### src/rtl/x_uart_pkg.sv
// Shared UART definitions: receiver state encoding and bit-timer derivation helpers,
// common to the RX and TX sides of the x_ UART link.
package x_uart_pkg;

  typedef enum logic [2:0] {
    RX_IDLE,
    RX_START,
    RX_DATA,
    RX_PARITY,
    RX_STOP,
    RX_BREAK
  } uart_rx_sm_t;

  // Clock cycles per bit period; the timer runs 0..timer_top-1.
  function automatic int unsigned timer_top(input int unsigned clk_hz, input int unsigned baud);
    return clk_hz / baud;
  endfunction

  function automatic int unsigned timer_half(input int unsigned top);
    return top / 2;
  endfunction

  function automatic int unsigned timer_width(input int unsigned top);
    return (top <= 2) ? 1 : $clog2(top);
  endfunction

endpackage

### src/rtl/x_uart_sync.sv
// Two-flop synchroniser for an asynchronous single-bit input; the reset value is a
// parameter so an idle-high line does not look like a start bit coming out of reset.
module x_uart_sync #(
  parameter logic p_rst_val = 1'b1
) (
  input  logic i_clk,
  input  logic i_nrst,
  input  logic i_d,
  output logic o_q
);

  logic [1:0] ff_q;

  // NOTE: non-blocking assignments so both flops sample the pre-edge values; blocking
  // here would collapse the chain into a single flop.
  always_ff @(posedge i_clk or negedge i_nrst) begin
    if (!i_nrst) ff_q <= {2{p_rst_val}};
    else         ff_q <= {ff_q[0], i_d};
  end

  assign o_q = ff_q[1];

endmodule

### src/rtl/x_uart_rx.sv
// UART receiver (8N1, or 8E1 when UART_RX_PARITY_EN is defined) with a valid/ready
// holding register and single-cycle framing, overrun and parity error pulses.
module x_uart_rx
  import x_uart_pkg::*;
#(
  parameter int unsigned p_clk_hz = 12000000,
  parameter int unsigned p_baud   = 115200
) (
  input  logic       i_clk,
  input  logic       i_nrst,
  input  logic       i_uart_rx,
  output logic [7:0] o_data,
  output logic       o_valid,
  input  logic       i_ready,
  output logic       o_frame_err,
  output logic       o_overrun,
  output logic       o_parity_err
);

  localparam int unsigned p_timer_top  = timer_top(p_clk_hz, p_baud);
  localparam int unsigned p_timer_half = timer_half(p_timer_top);
  localparam int unsigned lp_tw        = timer_width(p_timer_top);
  localparam logic [lp_tw-1:0] lp_bit_end = lp_tw'(p_timer_top - 1);
  localparam logic [lp_tw-1:0] lp_mid     = lp_tw'(p_timer_half - 1);

  logic rx_s;

  uart_rx_sm_t      state_q, state_d;
  logic [lp_tw-1:0] timer_q, timer_d;
  logic [2:0]       cnt_q, cnt_d;
  logic [7:0]       shift_q, shift_d;
  logic [7:0]       data_q, data_d;
  logic             valid_q, valid_d;
  logic             frame_err_q, frame_err_d;
  logic             overrun_q, overrun_d;
  logic             load;
`ifdef UART_RX_PARITY_EN
  logic             par_q, par_d;
  logic             parity_err_q, parity_err_d;
`endif

  x_uart_sync #(.p_rst_val(1'b1)) u_sync (
    .i_clk  (i_clk),
    .i_nrst (i_nrst),
    .i_d    (i_uart_rx),
    .o_q    (rx_s)
  );

  // NOTE: every signal driven here gets a default first, so no path can infer a latch.
  always_comb begin
    state_d     = state_q;
    cnt_d       = cnt_q;
    shift_d     = shift_q;
    frame_err_d = 1'b0;
    load        = 1'b0;
`ifdef UART_RX_PARITY_EN
    par_d        = par_q;
    parity_err_d = 1'b0;
`endif
    unique case (state_q)
      RX_IDLE:  if (!rx_s) state_d = RX_START;
      RX_START: if (timer_q == lp_mid) state_d = rx_s ? RX_IDLE : RX_DATA;
      RX_DATA: begin
        if (timer_q == lp_bit_end) begin
          shift_d[cnt_q] = rx_s;
          cnt_d          = cnt_q + 3'd1;
`ifdef UART_RX_PARITY_EN
          if (cnt_q == 3'd7) state_d = RX_PARITY;
`else
          if (cnt_q == 3'd7) state_d = RX_STOP;
`endif
        end
      end
      RX_PARITY: begin
`ifdef UART_RX_PARITY_EN
        if (timer_q == lp_bit_end) begin
          par_d   = rx_s;
          state_d = RX_STOP;
        end
`else
        state_d = RX_IDLE;
`endif
      end
      RX_STOP: begin
        if (timer_q == lp_bit_end) begin
          if (!rx_s) begin
            frame_err_d = 1'b1;
            state_d     = RX_BREAK;
          end else begin
            state_d = RX_IDLE;
`ifdef UART_RX_PARITY_EN
            // Even parity: data bits plus parity bit must XOR to zero.
            if (^{shift_q, par_q}) parity_err_d = 1'b1;
            else                   load         = 1'b1;
`else
            load = 1'b1;
`endif
          end
        end
      end
      RX_BREAK: if (rx_s) state_d = RX_IDLE;
      default:  state_d = RX_IDLE;
    endcase

    if (state_d != state_q)                       timer_d = '0;
    else if (state_q inside {RX_IDLE, RX_BREAK})  timer_d = timer_q;
    else if (timer_q == lp_bit_end)               timer_d = '0;
    else                                          timer_d = timer_q + 1'b1;
  end

  // Holding register: a new byte is dropped only if the old one is not leaving this cycle.
  always_comb begin
    data_d    = data_q;
    valid_d   = valid_q;
    overrun_d = 1'b0;
    if (load) begin
      if (valid_q && !i_ready) begin
        overrun_d = 1'b1;
      end else begin
        data_d  = shift_q;
        valid_d = 1'b1;
      end
    end else if (valid_q && i_ready) begin
      valid_d = 1'b0;
    end
  end

  always_ff @(posedge i_clk or negedge i_nrst) begin
    if (!i_nrst) begin
      state_q      <= RX_IDLE;
      timer_q      <= '0;
      cnt_q        <= '0;
      shift_q      <= '0;
      data_q       <= '0;
      valid_q      <= 1'b0;
      frame_err_q  <= 1'b0;
      overrun_q    <= 1'b0;
`ifdef UART_RX_PARITY_EN
      par_q        <= 1'b0;
      parity_err_q <= 1'b0;
`endif
    end else begin
      state_q      <= state_d;
      timer_q      <= timer_d;
      cnt_q        <= cnt_d;
      shift_q      <= shift_d;
      data_q       <= data_d;
      valid_q      <= valid_d;
      frame_err_q  <= frame_err_d;
      overrun_q    <= overrun_d;
`ifdef UART_RX_PARITY_EN
      par_q        <= par_d;
      parity_err_q <= parity_err_d;
`endif
    end
  end

  assign o_data      = data_q;
  assign o_valid     = valid_q;
  assign o_frame_err = frame_err_q;
  assign o_overrun   = overrun_q;
`ifdef UART_RX_PARITY_EN
  assign o_parity_err = parity_err_q;
`else
  assign o_parity_err = 1'b0;
`endif

endmodule

### config.mk
export PLATFORM = sky130hd
export DESIGN_NAME = x_uart_rx
export DESIGN_NICKNAME = d
export VERILOG_FILES = /design/src/rtl/x_uart_pkg.sv /design/src/rtl/x_uart_sync.sv /design/src/rtl/x_uart_rx.sv
export SDC_FILE = /design/constraint.sdc
export NUM_CORES = 1
export LEC_CHECK = 0
export CAP_MARGIN = 40
export CELL_PAD_IN_SITES_DETAIL_PLACEMENT = 0
export CELL_PAD_IN_SITES_GLOBAL_PLACEMENT = 1
export CORE_MARGIN = 5
export CORE_UTILIZATION = 40
export DETAILED_ROUTE_END_ITERATION = 7
export GPL_TIMING_DRIVEN = 0
export PLACE_DENSITY = 0.72
export SYNTH_ARGS = -nofsm -noshare
export SYNTH_HDL_FRONTEND = slang
export SYNTH_HIERARCHICAL = 1
export SYNTH_SLANG_ARGS = --single-unit
### constraint.sdc
create_clock -name i_clk -period 5 [get_ports i_clk]
set_input_delay 0.75 -clock i_clk [delete_from_list [all_inputs] [get_ports i_clk]]
set_output_delay 0.75 -clock i_clk [all_outputs]
set_load 0.02 [all_outputs]
==> results of run 1 <==
## metal layers
metal / part of all wire / up-vias / track usage
met5: 0 / - / 0
met3: 0.044 / 4 / 0.0378
met4: 0.015 / 0 / 0.0542
met2: 0.49 / 29 / 0.211
met1: 0.46 / 604 / 0.159
li1: - / 576 / -
## metrics by stage
step                hold slack [ns]  setup WS (ns)  area [sq um]
floorplan                     0.345           3.26          1770
global placement              0.347           2.49          1980
detailed placement            0.348           2.95          1970
CTS                           0.358           2.97          2110
global route                  0.363           2.91          2110
finish                        0.357           2.99          2110
## sequential cells by signal, summed over array words and instances, names as in the netlist
register,cells
state_q,3
timer_q,7
o_data,8
o_valid,1
u_sync/ff_q,2
cnt_q,3
o_frame_err,1
o_overrun,1
shift_q,8
## cells in the mapped netlist (all sizes together) (2+ instances only)
library cell and n:
a21oi 3, a311oi 2, a31oi 3, and3 2, and3b 2, buf 6, clkbuf 3, dfrtp 32
dfstp 2, ha 3, inv 2, mux2 17, mux2i 3, nand2 7, nand2b 3, nand3 5
nand3b 2, nor2 4, nor3 8, nor3b 4, nor4 2, nor4b 3, o21ai 4, o22ai 2
or3 2, xor2 3
## cells by family (layout without fill, tap and decap cells)
kind of cell,Yosys count,in the layout,share of synthesized area
simple gates,49,49,0.206
flops,34,34,0.482
buf+inv,11,33,0.0339
other cells,1,1,0.00212
compound gates,23,23,0.0933
fa+ha+maj,3,3,0.0212
mux,20,20,0.142
xor+xnor,4,4,0.0198
## report_power, final
group | internal [uW] | total [uW] | leakage [uW] | switching, uW
clock network | 200 | 308 | 0.0000683 | 108
registers | 276 | 277 | 0.000453 | 0.911
logic | 2.83 | 10.5 | 0.000444 | 7.70
total | 479 | 596 | 0.000965 | 117
## area by class of cell
cell class              count  area (sq um)
well taps                  52          65.1
flip-flops and latches     34           853
multi-input cells         100           857
repair buffers             14           135
fillers                   388          2220
clock buffers               5          68.8
inverters                   2          7.51
plain buffers               9          52.6
clock inverters             3          68.8
## worst max-delay path by stage
stage / endpoint / slack (ns)
6_report: o_data[2] / 2.99
5_1_grt: o_data[3] / 2.91
4_1_cts: o_data[2] / 2.97
3_5_place_dp: o_data[3]$_DFFE_PN0P_ / 2.95
3_3_place_gp: shift_q[4]$_DFFE_PN0P_ / 2.49
2_1_floorplan: shift_q[1]$_DFFE_PN0P_ / 3.26
==> impl_metrics.json, run 1 <==
{
  "startpoint_class": "flop",
  "critical_path.startpoint": "o_data[2]$_DFFE_PN0P_",
  "total_power_uw": 596,
  "htree_num_levels": 2,
  "timing.fmax_mhz": 498,
  "max_buffers_root_to_sink": 2,
  "drc": 0,
  "gp_weighted_congestion": 0.795,
  "grt_max_degree": 35,
  "cp.arrival_ns": 1.26,
  "report.final.hold_viol_count": 0,
  "mappedNetlistArea_sq_um": 1770,
  "hpwlAfterDp_um": 2320,
  "synth-edff-count": 0,
  "drt_wl_total_um": 3430,
  "numCtsBuffers": 5,
  "ys_warn_count": 6,
  "synthDominantAreaCellType": "sky130_fd_sc_hd__dfrtp_1",
  "layout-area-overhead-vs-synth_pct": 19.1,
  "tightestPinTransition_ns": 0.747,
  "final_cell_mix": "32 x sky130_fd_sc_hd__dfrtp_1, 13 x sky130_fd_sc_hd__clkdlybuf4s50_1, 8 x sky130_fd_sc_hd__mux2_4",
  "synth.net_count": 152,
  "ys.flop_type": "sky130_fd_sc_hd__dfrtp_1",
  "ctsResizeCount": 0,
  "netlist.area_leader.share": 0.452,
  "drive_above_1_share": 0.257,
  "post-route-util": 0.488,
  "floorplan.die_area_sq_um": 5860,
  "fin_worst_skew_ns": 0.00658,
  "number_of_global_route_vias_before_repair": 1220,
  "path_buf_inv": 1,
  "worst-r2r-cell-count": 5,
  "ys_top_cells_by_area": "sky130_fd_sc_hd__dfrtp_1 45%, sky130_fd_sc_hd__mux2_4 6.8%, sky130_fd_sc_hd__mux2_1 3.2%, sky130_fd_sc_hd__dfstp_2 3.0%, sky130_fd_sc_hd__mux2_2 2.5%",
  "data_required_time_of_the_critical_path_ns": 4.25,
  "hold_path_end": "u_sync/ff_q[1]$_DFF_PN1_",
  "routed-via-count": 1213,
  "antenna_found_initial": 0,
  "layout.cells.most_common": "sky130_fd_sc_hd__dfrtp_1",
  "clk_transition_reported_paths_ns": 0.07,
  "die_width_um": 76.5,
  "die_y_um": 76.5,
  "gr-total-overflow": 0,
  "layout.cells.non_filler": 219,
  "boundaryPins": 16,
  "postCtsSetupRepairBufs": 0,
  "timing.critical_path.max_delay_family": "buffers and inverters",
  "max_slew_margin": 0.502,
  "worst_path_max_delay_cell": "sky130_fd_sc_hd__clkdlybuf4s50_1",
  "clock_insertion_delay_worst_skew_ns": 0.29,
  "hold_path.startpoint": "u_sync/ff_q[0]$_DFF_PN1_",
  "regToRegSetupSlack_ns": 3.07,
  "vias_per_cell": 5.54,
  "period_share": 0.402,
  "postSynthRegisterBits": 34,
  "dp_cells": 211,
  "power.leakage_uw": 0.000965,
  "drt.antenna.violating_nets": 0,
  "setup_viol": 0,
  "postSynthCellCount": 145,
  "grt_pass1_wl_um": 6130,
  "r2r_start": "timer_q[4]$_DFFE_PN0P_",
  "critPathCaptureType": "output port",
  "worstSetupPathType": "reg -> out",
  "finalCriticalPeriod_ns": 2.01,
  "min_path_type": "reg -> reg",
  "synth_async_sr_flop_share": 1.00,
  "wire_per_inst_um": 15.7,
  "status": "finished, final reports clean",
  "antenna-diode-count": 0,
  "post_synth.cell_area_avg_sq_um": 12.2,
  "drtIter0Drc": 64,
  "clock-sinks": 34,
  "drv_cap": 0,
  "rsz0062_at_grt": "false",
  "max_stage_delay_ns": 0.62,
  "max_fo_critical_path": 2,
  "power.density_cell_area_nw_per_um2": 283,
  "critical_path_cell_count": 1,
  "fp-row-count": 24,
  "slew_viol_final": 0,
  "cts_hold_buffers": 0,
  "port_buffers": 14,
  "path_cells": "clkdlybuf4s50_1",
  "post_synth_num_cell_types": 53,
  "setup_tns_after_final_layout_ns": 0,
  "nets": 173,
  "ir_worst_vdd_uv": 251,
  "synth_seq_area_share": 0.482,
  "clock_tree_from_tritoncts": "built",
  "groute.usage.overall": 0.129,
  "core-area_sq_um": 4320,
  "cts.root.buffer_cell": "sky130_fd_sc_hd__clkbuf_8",
  "worst_r2r_endpoint": "shift_q[1]$_DFFE_PN0P_",
  "min_path_cells": 0,
  "first_pass_iters": 4,
  "start_util": 0.409
}
Power figures use the tool's default switching activity.
==> inputs of run 2 (changes only) <==
--- a/config.mk
+++ b/config.mk
@@ -12,7 +12,7 @@
 export CORE_UTILIZATION = 40
 export DETAILED_ROUTE_END_ITERATION = 7
 export GPL_TIMING_DRIVEN = 0
-export PLACE_DENSITY = 0.72
+export PLACE_DENSITY = 0.74
 export SYNTH_ARGS = -nofsm -noshare
 export SYNTH_HDL_FRONTEND = slang
 export SYNTH_HIERARCHICAL = 1
==> constraint.sdc (replaced) <==
create_clock -name i_clk -period 1.72 [get_ports i_clk]
set_input_delay 0.258 -clock i_clk [delete_from_list [all_inputs] [get_ports i_clk]]
set_output_delay 0.258 -clock i_clk [all_outputs]
set_load 0.02 [all_outputs]
==> impl_metrics.json, run 2 (synthesized netlist as in run 1, its figures left out) <==
{
  "path_buf_inv": 1,
  "die_y_um": 76.5,
  "hold_slack_ns": 0.0261,
  "critPathCaptureType": "flop",
  "port_buffers": 14,
  "rsz0062_at_grt": "true",
  "gp_weighted_congestion": 0.859,
  "worst_path_max_delay_cell": "sky130_fd_sc_hd__dfrtp_1",
  "boundaryPins": 16,
  "min_path_type": "in -> async",
  "fp-row-count": 24,
  "tightestPinTransition_ns": 0.748,
  "grt_pass1_wl_um": 6470,
  "drt_wl_total_um": 4030,
  "report.final.hold_viol_count": 0,
  "power.leakage_uw": 0.00109,
  "setup_viol": 2,
  "htree_num_levels": 2,
  "period_share": 1.01,
  "clock-sinks": 34,
  "start_util": 0.409,
  "grt_max_degree": 35,
  "clock_tree_from_tritoncts": "built",
  "layout-area-overhead-vs-synth_pct": 37.2,
  "max_stage_delay_ns": 0.40,
  "data_required_time_of_the_critical_path_ns": 1.92,
  "hpwlAfterDp_um": 2460,
  "drtIter0Drc": 51,
  "final_cell_mix": "29 x sky130_fd_sc_hd__dfrtp_1, 15 x sky130_fd_sc_hd__buf_4, 13 x sky130_fd_sc_hd__clkdlybuf4s50_1",
  "cts.root.buffer_cell": "sky130_fd_sc_hd__clkbuf_8",
  "worstSetupPathType": "reg -> reg",
  "drv_cap": 0,
  "max_fo_critical_path": 7,
  "clock_insertion_delay_worst_skew_ns": 0.30,
  "path_cells": "buf_4 > or3b_1 > a31oi_2 > o22ai_4 > a311oi_1",
  "gr-total-overflow": 0,
  "nFillCells": 367,
  "vias_per_cell": 5.45,
  "nets": 190,
  "antenna-diode-count": 0,
  "power.density_cell_area_nw_per_um2": 715,
  "detailedPlace.worstSlack_ns": -0.271,
  "failing_checks": "negative setup slack",
  "max_buffers_root_to_sink": 2,
  "antenna_found_initial": 0,
  "startpoint_class": "flop",
  "first_pass_iters": 4,
  "clk_transition_reported_paths_ns": 0.08,
  "fin_worst_skew_ns": 0.00800,
  "max_slew_margin": 0.501,
  "timing.critical_path.max_delay_family": "compound AO/OA/AOI/OAI gates",
  "post-route-util": 0.562,
  "setup_tns_after_final_layout_ns": -0.0320,
  "finalWorstSetupSlack_ns": -0.0225,
  "die_width_um": 76.5,
  "wire_per_inst_um": 17.1,
  "cp.arrival_ns": 1.94,
  "routed-via-count": 1287,
  "drc": 0,
  "layout.cells.most_common": "sky130_fd_sc_hd__dfrtp_1",
  "status": "complete, but fails checks",
  "number_of_global_route_vias_before_repair": 1297,
  "ir_worst_vdd_uv": 361,
  "drive_above_1_share": 0.429,
  "slew_viol_final": 0,
  "core-area_sq_um": 4320,
  "finalCriticalPeriod_ns": 1.74,
  "drt.antenna.violating_nets": 0,
  "timing.fmax_mhz": 574,
  "floorplan.die_area_sq_um": 5860,
  "numCtsBuffers": 5,
  "groute.usage.overall": 0.140
}
-- run 2: changes by cell type in the layout (fill, tap and decap cells not counted), sizes merged --
cell / change
buf: +17
-- run 2: cell type report --
type	count	area [sq um]	share of cell area
Buffer	8	63.8	0.0263
Clock buffer	5	68.8	0.0283
Clock inverter	3	68.8	0.0283
Inverter	2	7.51	0.00309
Multi-Input combinational cell	100	1020	0.422
Sequential cell	34	857	0.353
Tap cell	52	65.1	0.0268
Timing Repair Buffer	32	273	0.112
-- run 2: worst register-to-register path: cells and delay by family, from the launching register on --
family                 cells  cell delay, ns
flip-flops                 1            0.40
AND/OR/NAND/NOR            1            0.40
buffers and inverters      1            0.15
AO/OA/AOI/OAI              3            0.71
-- run 2: what timing repair did --
item | in CTS | in global routing
endpoints found under the hold margin | 0 | 0
buffers inserted | 11 | 5
resized for setup | 18 | 19
cloned | 0 | 2
endpoints found under the setup margin | 22 | 22
hold buffers | 0 | 0
pin swaps | 5 | 4
-- run 2: metrics by stage --
stage               instances  instance area, sq um  total power [uW]
floorplan                 145                  1780               829
global placement          211                  1980               853
detailed placement        211                  1980               854
CTS                       230                  2280              1750
global route              236                  2430              1800
finish                    236                  2430              1740
-- run 2: power by group --
group,switching (uW),internal (uW)
logic,23.5,8.39
clock network,318,581
registers,2.51,803
-- run 2: layer usage --
layer  up-vias  GRT usage  routed length, um
met2        29      0.223               1970
met3         9     0.0485                175
met5         -          0                  0
met4         0     0.0559                 77
li1        612          -                  -
met1       637      0.172               1810
-- run 2: final timing paths --
kind	start	end	slack (ns)	cells after the start
min reg2reg	u_sync/ff_q[0]$_DFF_PN1_	u_sync/ff_q[1]$_DFF_PN1_	0.36	0
max in group asynchronous	i_nrst	cnt_q[1]$_DFFE_PN0P_	1.16	1
min	i_nrst	o_data[3]$_DFFE_PN0P_	0.03	1
max	state_q[0]$_DFF_PN0_	timer_q[5]$_DFFE_PN0P_	-0.02	5
min in group i_clk	u_sync/ff_q[0]$_DFF_PN1_	u_sync/ff_q[1]$_DFF_PN1_	0.36	0
max reg2reg	state_q[0]$_DFF_PN0_	timer_q[5]$_DFFE_PN0P_	-0.02	5
==> inputs of run 3 (changes only) <==
--- a/config.mk
+++ b/config.mk
@@ -13,6 +13,7 @@
 export DETAILED_ROUTE_END_ITERATION = 7
 export GPL_TIMING_DRIVEN = 0
 export PLACE_DENSITY = 0.74
+export REMOVE_ABC_BUFFERS = 1
 export SYNTH_ARGS = -nofsm -noshare
 export SYNTH_HDL_FRONTEND = slang
 export SYNTH_HIERARCHICAL = 1
==> impl_metrics.json, run 3 (synthesized netlist as in run 1, its figures left out) <==
{
  "min_path_type": "in -> async",
  "period_share": 0.995,
  "drc": 0,
  "power.internal_uw": 1390,
  "final_cell_mix": "25 x sky130_fd_sc_hd__buf_4, 23 x sky130_fd_sc_hd__dfrtp_1, 13 x sky130_fd_sc_hd__clkdlybuf4s50_1",
  "worstSetupPathType": "reg -> reg",
  "use_met1": 0.156,
  "htree_num_levels": 2,
  "routed-via-count": 1311,
  "layout.cells.most_common": "sky130_fd_sc_hd__buf_4",
  "worst_r2r_endpoint": "shift_q[1]$_DFFE_PN0P_",
  "die_width_um": 76.5,
  "status": "finished, final reports clean",
  "power.leakage_uw": 0.00110,
  "gr-total-overflow": 0,
  "clock-sinks": 34,
  "max_fo_critical_path": 7,
  "nets": 193,
  "r2r_start": "state_q[0]$_DFF_PN0_",
  "boundaryPins": 16,
  "drt_wl_total_um": 3860,
  "slew_viol_final": 0,
  "rsz0062_at_grt": "true",
  "report.final.hold_viol_count": 0,
  "gp_weighted_congestion": 0.829,
  "startpoint_class": "flop",
  "drt.antenna.violating_nets": 0,
  "max_buffers_root_to_sink": 2,
  "die_y_um": 76.5,
  "cts.root.buffer_cell": "sky130_fd_sc_hd__clkbuf_8",
  "power.density_cell_area_nw_per_um2": 698,
  "drv_cap": 0,
  "ir_worst_vdd_uv": 315,
  "first_pass_iters": 6,
  "groute.usage.overall": 0.122,
  "layout-area-overhead-vs-synth_pct": 40.4,
  "cp.arrival_ns": 1.89,
  "critPathCaptureType": "flop",
  "numCtsBuffers": 5,
  "tightestPinTransition_ns": 0.761,
  "net-switching-power_uw": 342,
  "wire_per_inst_um": 16.2,
  "clock_tree_from_tritoncts": "built",
  "fp-row-count": 24,
  "critical_path.startpoint": "state_q[0]$_DFF_PN0_",
  "hpwlAfterDp_um": 2120,
  "antenna_found_initial": 0,
  "post-route-util": 0.575,
  "globalRoute.busiestLayer": "met2",
  "setup_viol": 0,
  "data_required_time_of_the_critical_path_ns": 1.90,
  "drive_above_1_share": 0.497,
  "start_util": 0.409,
  "number_of_global_route_vias_before_repair": 1227,
  "layout.cells.non_filler": 239,
  "power_frac_clock": 0.516,
  "worst-r2r-cell-count": 4,
  "grt_max_degree": 35,
  "port_buffers": 14,
  "global_route.usage.met2": 0.183,
  "setup_tns_after_final_layout_ns": 0,
  "clock_insertion_delay_worst_skew_ns": 0.29,
  "finalCriticalPeriod_ns": 1.71,
  "fin_worst_skew_ns": 0.00663,
  "core-area_sq_um": 4320,
  "clk_transition_reported_paths_ns": 0.08,
  "p_sw_frac": 0.197,
  "proportion_of_power_drawn_by_flip_flops_and_latches": 0.464,
  "portion_of_total_power_attributed_to_combinational_logic": 0.020,
  "total_power_uw": 1730,
  "hold_slack_ns": 0.0288,
  "floorplan.die_area_sq_um": 5860,
  "grt_pass1_wl_um": 5850,
  "drtIter0Drc": 76,
  "vias_per_cell": 5.49,
  "timing.fmax_mhz": 584,
  "antenna-diode-count": 0,
  "grt_use_met3": 0.0437,
  "dp_cells": 202,
  "max_slew_margin": 0.493,
  "regToRegSetupSlack_ns": 0.009,
  "cts_hold_buffers": 0,
  "crit_end": "shift_q[1]$_DFFE_PN0P_"
}
## run 3: stage by stage
| step | setup slack [ns] | cell area [sq um] |
|---|---|---|
| floorplan | -0.0448 | 1720 |
| global placement | -0.293 | 1920 |
| detailed placement | -0.308 | 1920 |
| CTS | 0.00148 | 2180 |
| global route | -0.0499 | 2490 |
| finish | 0.00872 | 2490 |
## run 3: metal layers
| metal | wire length [um] | part of all wire | vias up |
|---|---|---|---|
| li1 | - | - | 621 |
| met1 | 1760 | 0.46 | 644 |
| met2 | 1800 | 0.46 | 34 |
| met3 | 212 | 0.055 | 12 |
| met4 | 95 | 0.025 | 0 |
| met5 | 0 | 0 | - |
## run 3: worst max-delay path: stages (launching register included)
cell                      delay, ns
sky130_fd_sc_hd__dfrtp_2       0.48
sky130_fd_sc_hd__nor3b_4       0.32
sky130_fd_sc_hd__nand3_4       0.15
sky130_fd_sc_hd__nor4b_4       0.32
sky130_fd_sc_hd__mux2_4        0.32
## run 3: what timing repair did
action | in CTS | in global routing
endpoints found under the setup margin | 23 | 22
gates resized for setup | 15 | 26
pin swaps | 3 | 12
setup buffers | 10 | 19
cloned | 0 | 0
## run 3: final cells by class
cell class	instances	area, sq um
fillers	340	1840
clock inverters	3	68.8
well taps	52	65.1
clock buffers	5	68.8
inverters	2	7.51
multi-input cells	100	1050
repair buffers	43	364
flip-flops and latches	34	865
## run 3: power by group through the flow
stage | Clock (uW) | Sequential, uW | Combinational, uW
2_1_floorplan | 0 | 822 | 4.55
3_3_place_gp | 0 | 824 | 27.1
3_5_place_dp | 0 | 824 | 26.7
4_1_cts | 907 | 804 | 35.3
5_1_grt | 945 | 804 | 40.3
6_report | 896 | 804 | 34.8
## run 3: worst min-delay path by stage
stage                     cells past startpoint                      from  slack [ns]                        to
after floorplan                               0                    i_nrst       -0.04      cnt_q[0]$_DFFE_PN0P_
after global placement                        0  u_sync/ff_q[0]$_DFF_PN1_        0.35  u_sync/ff_q[1]$_DFF_PN1_
after detailed placement                      0  u_sync/ff_q[0]$_DFF_PN1_        0.35  u_sync/ff_q[1]$_DFF_PN1_
after global routing                          1                    i_nrst        0.11     o_frame_err$_DFF_PN0_
after CTS                                     1                    i_nrst        0.07     o_frame_err$_DFF_PN0_
final                                         1                    i_nrst        0.03     o_frame_err$_DFF_PN0_
